[config.mk]
export PLATFORM = sky130hd
export DESIGN_NAME = ex_addsub_pipe
export DESIGN_NICKNAME = d
export VERILOG_FILES = /design/src/rtl/ex_addsub_pipe.sv
export SDC_FILE = /design/constraint.sdc
export NUM_CORES = 1
export LEC_CHECK = 0
export BUFFER_PORTS_ARGS = -buffer_cell sky130_fd_sc_hd__buf_2
export CAP_MARGIN = 20
export CORE_MARGIN = 2
export CORE_UTILIZATION = 35
export CTS_CLUSTER_DIAMETER = 30
export CTS_CLUSTER_SIZE = 12
export DETAILED_ROUTE_END_ITERATION = 8
export GPL_TIMING_DRIVEN = 0
export PLACE_DENSITY = 0.56
export SLEW_MARGIN = 20
export SYNTH_ARGS = -nofsm -noshare
export SYNTH_HDL_FRONTEND = slang
export SYNTH_SLANG_ARGS = --single-unit
[constraint.sdc]
create_clock -name clk -period 8.9 [get_ports clk]
set_input_delay 0.89 -clock clk [delete_from_list [all_inputs] [get_ports clk]]
set_output_delay 0.89 -clock clk [all_outputs]
set_load 0.005 [all_outputs]
[src/rtl/ex_addsub_pipe.sv]
`default_nettype none
// ex_addsub_pipe: pipelined add/subtract whose carry chain is split into STAGES
// equal slices, one slice per stage, with a valid/ready handshake on both sides.
module ex_addsub_pipe #(
  parameter int WIDTH  = 32,  // must be a multiple of STAGES
  parameter int STAGES = 2    // 1..4
) (
  input  logic             clk,
  input  logic             rst_n,
  input  logic             flush,
  input  logic             in_valid,
  output logic             in_ready,
  input  logic [WIDTH-1:0] add_in1,
  input  logic [WIDTH-1:0] add_in2,
  input  logic [1:0]       op,
  output logic             out_valid,
  input  logic             out_ready,
  output logic [WIDTH-1:0] add_out,
  output logic             carry_out,
  output logic             ovf,
  output logic             zero
);

  localparam int c_SW = WIDTH / STAGES;

  logic [STAGES-1:0] r_vld;
  logic              w_adv;
  logic [WIDTH-1:0]  r_sum;
  logic              r_cout;
  logic              r_ovf;
  logic              r_zero;

  assign out_valid = r_vld[STAGES-1];
  // Global stall: the whole pipe moves only when the output slot can drain.
  assign in_ready  = !out_valid || out_ready;
  assign w_adv     = in_ready;

  always_ff @(posedge clk or negedge rst_n) begin
    if (!rst_n) begin
      r_vld <= '0;
    end else if (flush) begin
      r_vld <= '0;
    end else if (w_adv) begin
      r_vld[0] <= in_valid;
      for (int i = 1; i < STAGES; i++) begin
        r_vld[i] <= r_vld[i-1];
      end
    end
  end

  genvar k;
  for (k = 0; k < STAGES; k++) begin : g_stage
    localparam int c_LO = k * c_SW;
    localparam int c_AW = WIDTH - c_LO;

    logic [c_AW-1:0]      w_a;
    logic [c_AW-1:0]      w_b;
    logic                 w_cin;
    logic                 w_u;
    logic [c_SW:0]        w_sum;
    logic [c_LO+c_SW-1:0] w_s;

    if (k == 0) begin : g_first
      // Subtraction is A + ~B + 1; op[0] doubles as the inversion select and carry-in.
      assign w_a   = add_in1;
      assign w_b   = op[0] ? ~add_in2 : add_in2;
      assign w_cin = op[0];
      assign w_u   = op[1];
      assign w_s   = w_sum[c_SW-1:0];
    end else begin : g_next
      assign w_a   = g_stage[k-1].g_mid.r_a;
      assign w_b   = g_stage[k-1].g_mid.r_b;
      assign w_cin = g_stage[k-1].g_mid.r_c;
      assign w_u   = g_stage[k-1].g_mid.r_u;
      assign w_s   = {w_sum[c_SW-1:0], g_stage[k-1].g_mid.r_s};
    end

    assign w_sum = {1'b0, w_a[c_SW-1:0]} + {1'b0, w_b[c_SW-1:0]} + {{c_SW{1'b0}}, w_cin};

    if (k < STAGES - 1) begin : g_mid
      logic [c_AW-c_SW-1:0] r_a;
      logic [c_AW-c_SW-1:0] r_b;
      logic [c_LO+c_SW-1:0] r_s;
      logic                 r_c;
      logic                 r_u;

      always_ff @(posedge clk or negedge rst_n) begin
        if (!rst_n) begin
          r_a <= '0;
          r_b <= '0;
          r_s <= '0;
          r_c <= 1'b0;
          r_u <= 1'b0;
        end else if (w_adv) begin
          r_a <= w_a[c_AW-1:c_SW];
          r_b <= w_b[c_AW-1:c_SW];
          r_s <= w_s;
          r_c <= w_sum[c_SW];
          r_u <= w_u;
        end
      end
    end else begin : g_last
      logic w_ovf;

      // MSB of the top operand slice is the sign bit of A and of B'.
      assign w_ovf = !w_u && (w_a[c_AW-1] == w_b[c_AW-1]) && (w_s[WIDTH-1] != w_a[c_AW-1]);

      always_ff @(posedge clk or negedge rst_n) begin
        if (!rst_n) begin
          r_sum  <= '0;
          r_cout <= 1'b0;
          r_ovf  <= 1'b0;
          r_zero <= 1'b0;
        end else if (w_adv) begin
          r_sum  <= w_s;
          r_cout <= w_sum[c_SW];
          r_ovf  <= w_ovf;
          r_zero <= (w_s == '0);
        end
      end
    end
  end

  assign add_out   = out_valid ? r_sum : '0;
  assign carry_out = out_valid && r_cout;
  assign ovf       = out_valid && r_ovf;
  assign zero      = out_valid && r_zero;

endmodule
`default_nettype wire

==> qor.yml <==
routing:
  wl_mm: 13.7
  wl_per_cell_um: 15.3
  drt_iter0_markers: 239
  first_pass_iters: 4
  dr_total_vias: 4453
  vias_per_cell: 4.98
  drc_errors: 0
  detail-route-antenna-nets: 0
worst_setup_path:
  crit_type: "input pin to flop"
  required_ps: 9190
  start_kind: "input pin"
  cp_max_fo: 10
  worstPathCellList: "clkbuf_1 > clkbuf_1 > xor2_1 > fa_1 > a21o_1 > a21oi_1 > o21ai_0 > a21oi_1 > o21ba_2 > o21ai_0 > or4b_1 > nand3_1"
  slowest_stage: "clkbuf_1"
  cp_slowest_stage_delay_ps: 580
  critical-path-top-delay-family: "compound AO/OA/AOI/OAI gates"
  crit_buf_inv: 2
  arrival_ps: 4270
  end_kind: "flop"
timing:
  drv_slew: 0
  max_slew_margin: 0.427
  setup_viol: 0
  rsz0062_at_grt: "no"
  fin_crit_sh: 0.447
  finalCriticalPeriod_ps: 3980
  hold_viol: 0
  fin_worst_skew_ps: 10.3
  tns_ps: 0
  clock.fmax_mhz: 251
  tightest_slew_ps: 860
floorplanning:
  num_rows: 44
  ios: 108
  core_area_mm2: 0.0144
  die_w_um: 125
  die-area_mm2: 0.0157
  initial_core_util: 0.356
  chipHeight_um: 125
logic_synthesis:
  ys_types: 54
  syn-instance-count: 588
  syn_area_mm2: 0.00514
  async_reset_ff_frac: 1.00
  ys_ff_latch: 87
  ys.flop_type: "dfrtp_1"
  postSynthAreaPerCell_um2: 8.74
  synth_edf_count: 0
  yosysWarnings: 0
  ys_seq_area_frac: 0.423
  syn_nets: 692
power_and_ir_drop:
  power.density_mw_per_mm2: 203
  peakVddDrop_mv: 0.114
  leakage_nw: 3.05
clock_tree:
  h-tree-depth: 3
  clockRootBuffer: "clkbuf_16"
  numCtsBuffers: 9
  clock-sinks: 87
  clock_latency_ps: 350
  clkTransAtPathRegs_ps: 60
  cts_tree: "done"
  cts_setup_buffers: 0
  postCtsHoldBufs: 0
  cts_buffer_depth: 2
  ctsResizeCount: 0
grt:
  gr-usage-all-layers: 0.178
  grt_pass1_wl_mm: 22.2
  grt_overflow_total: 0
  grt_start_max_net_pins: 53
  grt_pass1_vias: 4464
  antenna_found_initial: 0
outcome:
  status: "completed"
place:
  placement.io_buffers: 106
  hpwl_mm: 10.5
  placedCellCount: 879
  place.gp.congestion: 0.848
final_layout:
  final_nets: 810
  final_cell_mix: "nand2_1 (157), buf_2 (106), dfrtp_1 (87), o21ai_0 (45), and2_1 (33)"
  area_growth_pct: 21.4
  diodes: 0
  final_common_cell: "nand2_1"
  layout.cells.non_filler: 895
  drive_gt1_frac: 0.187
  fin_util: 0.433
  filler_cell_count: 1470
worst_hold_path:
  hp-class: "flop to flop"
job:
  cap_violations: 0
cell families (layout without fill, tap and decap cells):
| group | count (synthesis) | count (layout) | share of synthesized area |
|---|---|---|---|
| simple gates | 252 | 252 | 0.221 |
| compound gates | 123 | 123 | 0.147 |
| flops | 87 | 87 | 0.423 |
| xor+xnor | 54 | 54 | 0.0920 |
| buf+inv | 37 | 160 | 0.0273 |
| fa+ha+maj | 33 | 33 | 0.0847 |
| mux | 2 | 2 | 0.00438 |
tightest hold or removal path, delay by kind of cell (launching register included):
kind / cells / cell delay, ps
flip-flops: 1 / 340
AND/OR/NAND/NOR: 2 / 100
power breakdown:
| group | switching [mW] | internal [mW] |
|---|---|---|
| Sequential | 0.0543 | 0.486 |
| Clock | 0.156 | 0.232 |
| Combinational | 0.189 | 0.152 |
| Total | 0.400 | 0.870 |
worst paths after layout:
path | endpoint | startpoint | slack, ps | cells after the start
min in group asynchronous | g_stage[0].g_mid.r_a[12]$_DFFE_PN0P_ | rst_n | 500 | 1
max reg2reg | r_zero$_DFFE_PN0P_ | g_stage[0].g_mid.r_a[0]$_DFFE_PN0P_ | 5720 | 10
min reg2reg | r_sum[3]$_DFFE_PN0P_ | r_sum[3]$_DFFE_PN0P_ | 460 | 2
min | r_sum[3]$_DFFE_PN0P_ | r_sum[3]$_DFFE_PN0P_ | 460 | 2
max in group asynchronous | r_sum[5]$_DFFE_PN0P_ | rst_n | 7790 | 2
max | g_stage[0].g_mid.r_s[14]$_DFFE_PN0P_ | op[0] | 4920 | 12
per-layer routing:
metal / vias to the layer above / GRT usage / routed length, µm
li1: 2214 / - / -
met1: 2104 / 0.230 / 6100
met2: 111 / 0.302 / 6610
met3: 24 / 0.0368 / 661
met4: 0 / 0.0549 / 292
met5: - / 0 / 0
Yosys cell counts, types with 3 or more instances:
cell,instances,share of area
a31oi_1,3,0.0037
or3_1,3,0.0037
nor4_1,4,0.0049
buf_1,4,0.0029
dfrtp_1,87,0.42
o21bai_1,6,0.0088
and2_1,33,0.040
o21a_1,7,0.010
nand2b_1,5,0.0061
and3_1,3,0.0037
xnor2_1,28,0.048
inv_1,10,0.0073
o31ai_1,3,0.0044
nand3_1,5,0.0049
nand2_1,157,0.11
fa_1,3,0.012
nor2_1,25,0.018
a21o_1,8,0.012
ha_1,30,0.073
xor2_1,26,0.044
o21ai_0,45,0.044
clkbuf_1,21,0.015
a211oi_1,4,0.0058
a21oi_1,32,0.031
nor3_1,4,0.0039
stage by stage:
| step | cell area (µm²) | setup WS (ps) | hold slack, ps | power (mW) |
|---|---|---|---|---|
| after detailed placement | 5930 | 4570 | 451 | 0.888 |
| after global routing | 6240 | 4740 | 471 | 1.35 |
| after global placement | 5900 | 4640 | 444 | 0.874 |
| final | 6240 | 4920 | 460 | 1.27 |
| after CTS | 6240 | 4910 | 465 | 1.28 |
| after floorplan | 5140 | 5270 | 431 | 0.771 |
sequential cells by signal, indices dropped and copies added, names as in the netlist:
name / cells
g_stage.g_mid.r_u: 1
g_stage.g_mid.r_a: 16
r_vld: 2
r_cout: 1
r_zero: 1
r_sum: 32
g_stage.g_mid.r_c: 1
g_stage.g_mid.r_s: 16
r_ovf: 1
g_stage.g_mid.r_b: 16
cell type report:
class | count | area (µm²) | area share
Buffer | 26 | 98.8 | 0.0158
Tap cell | 184 | 230 | 0.0369
Clock buffer | 11 | 253 | 0.0405
Clock inverter | 5 | 56.3 | 0.00902
Multi-Input combinational cell | 464 | 2820 | 0.452
Sequential cell | 87 | 2180 | 0.349
Inverter | 11 | 41.3 | 0.00662
Timing Repair Buffer | 107 | 561 | 0.0898
Note: power is estimated with default switching activity, not from simulation.
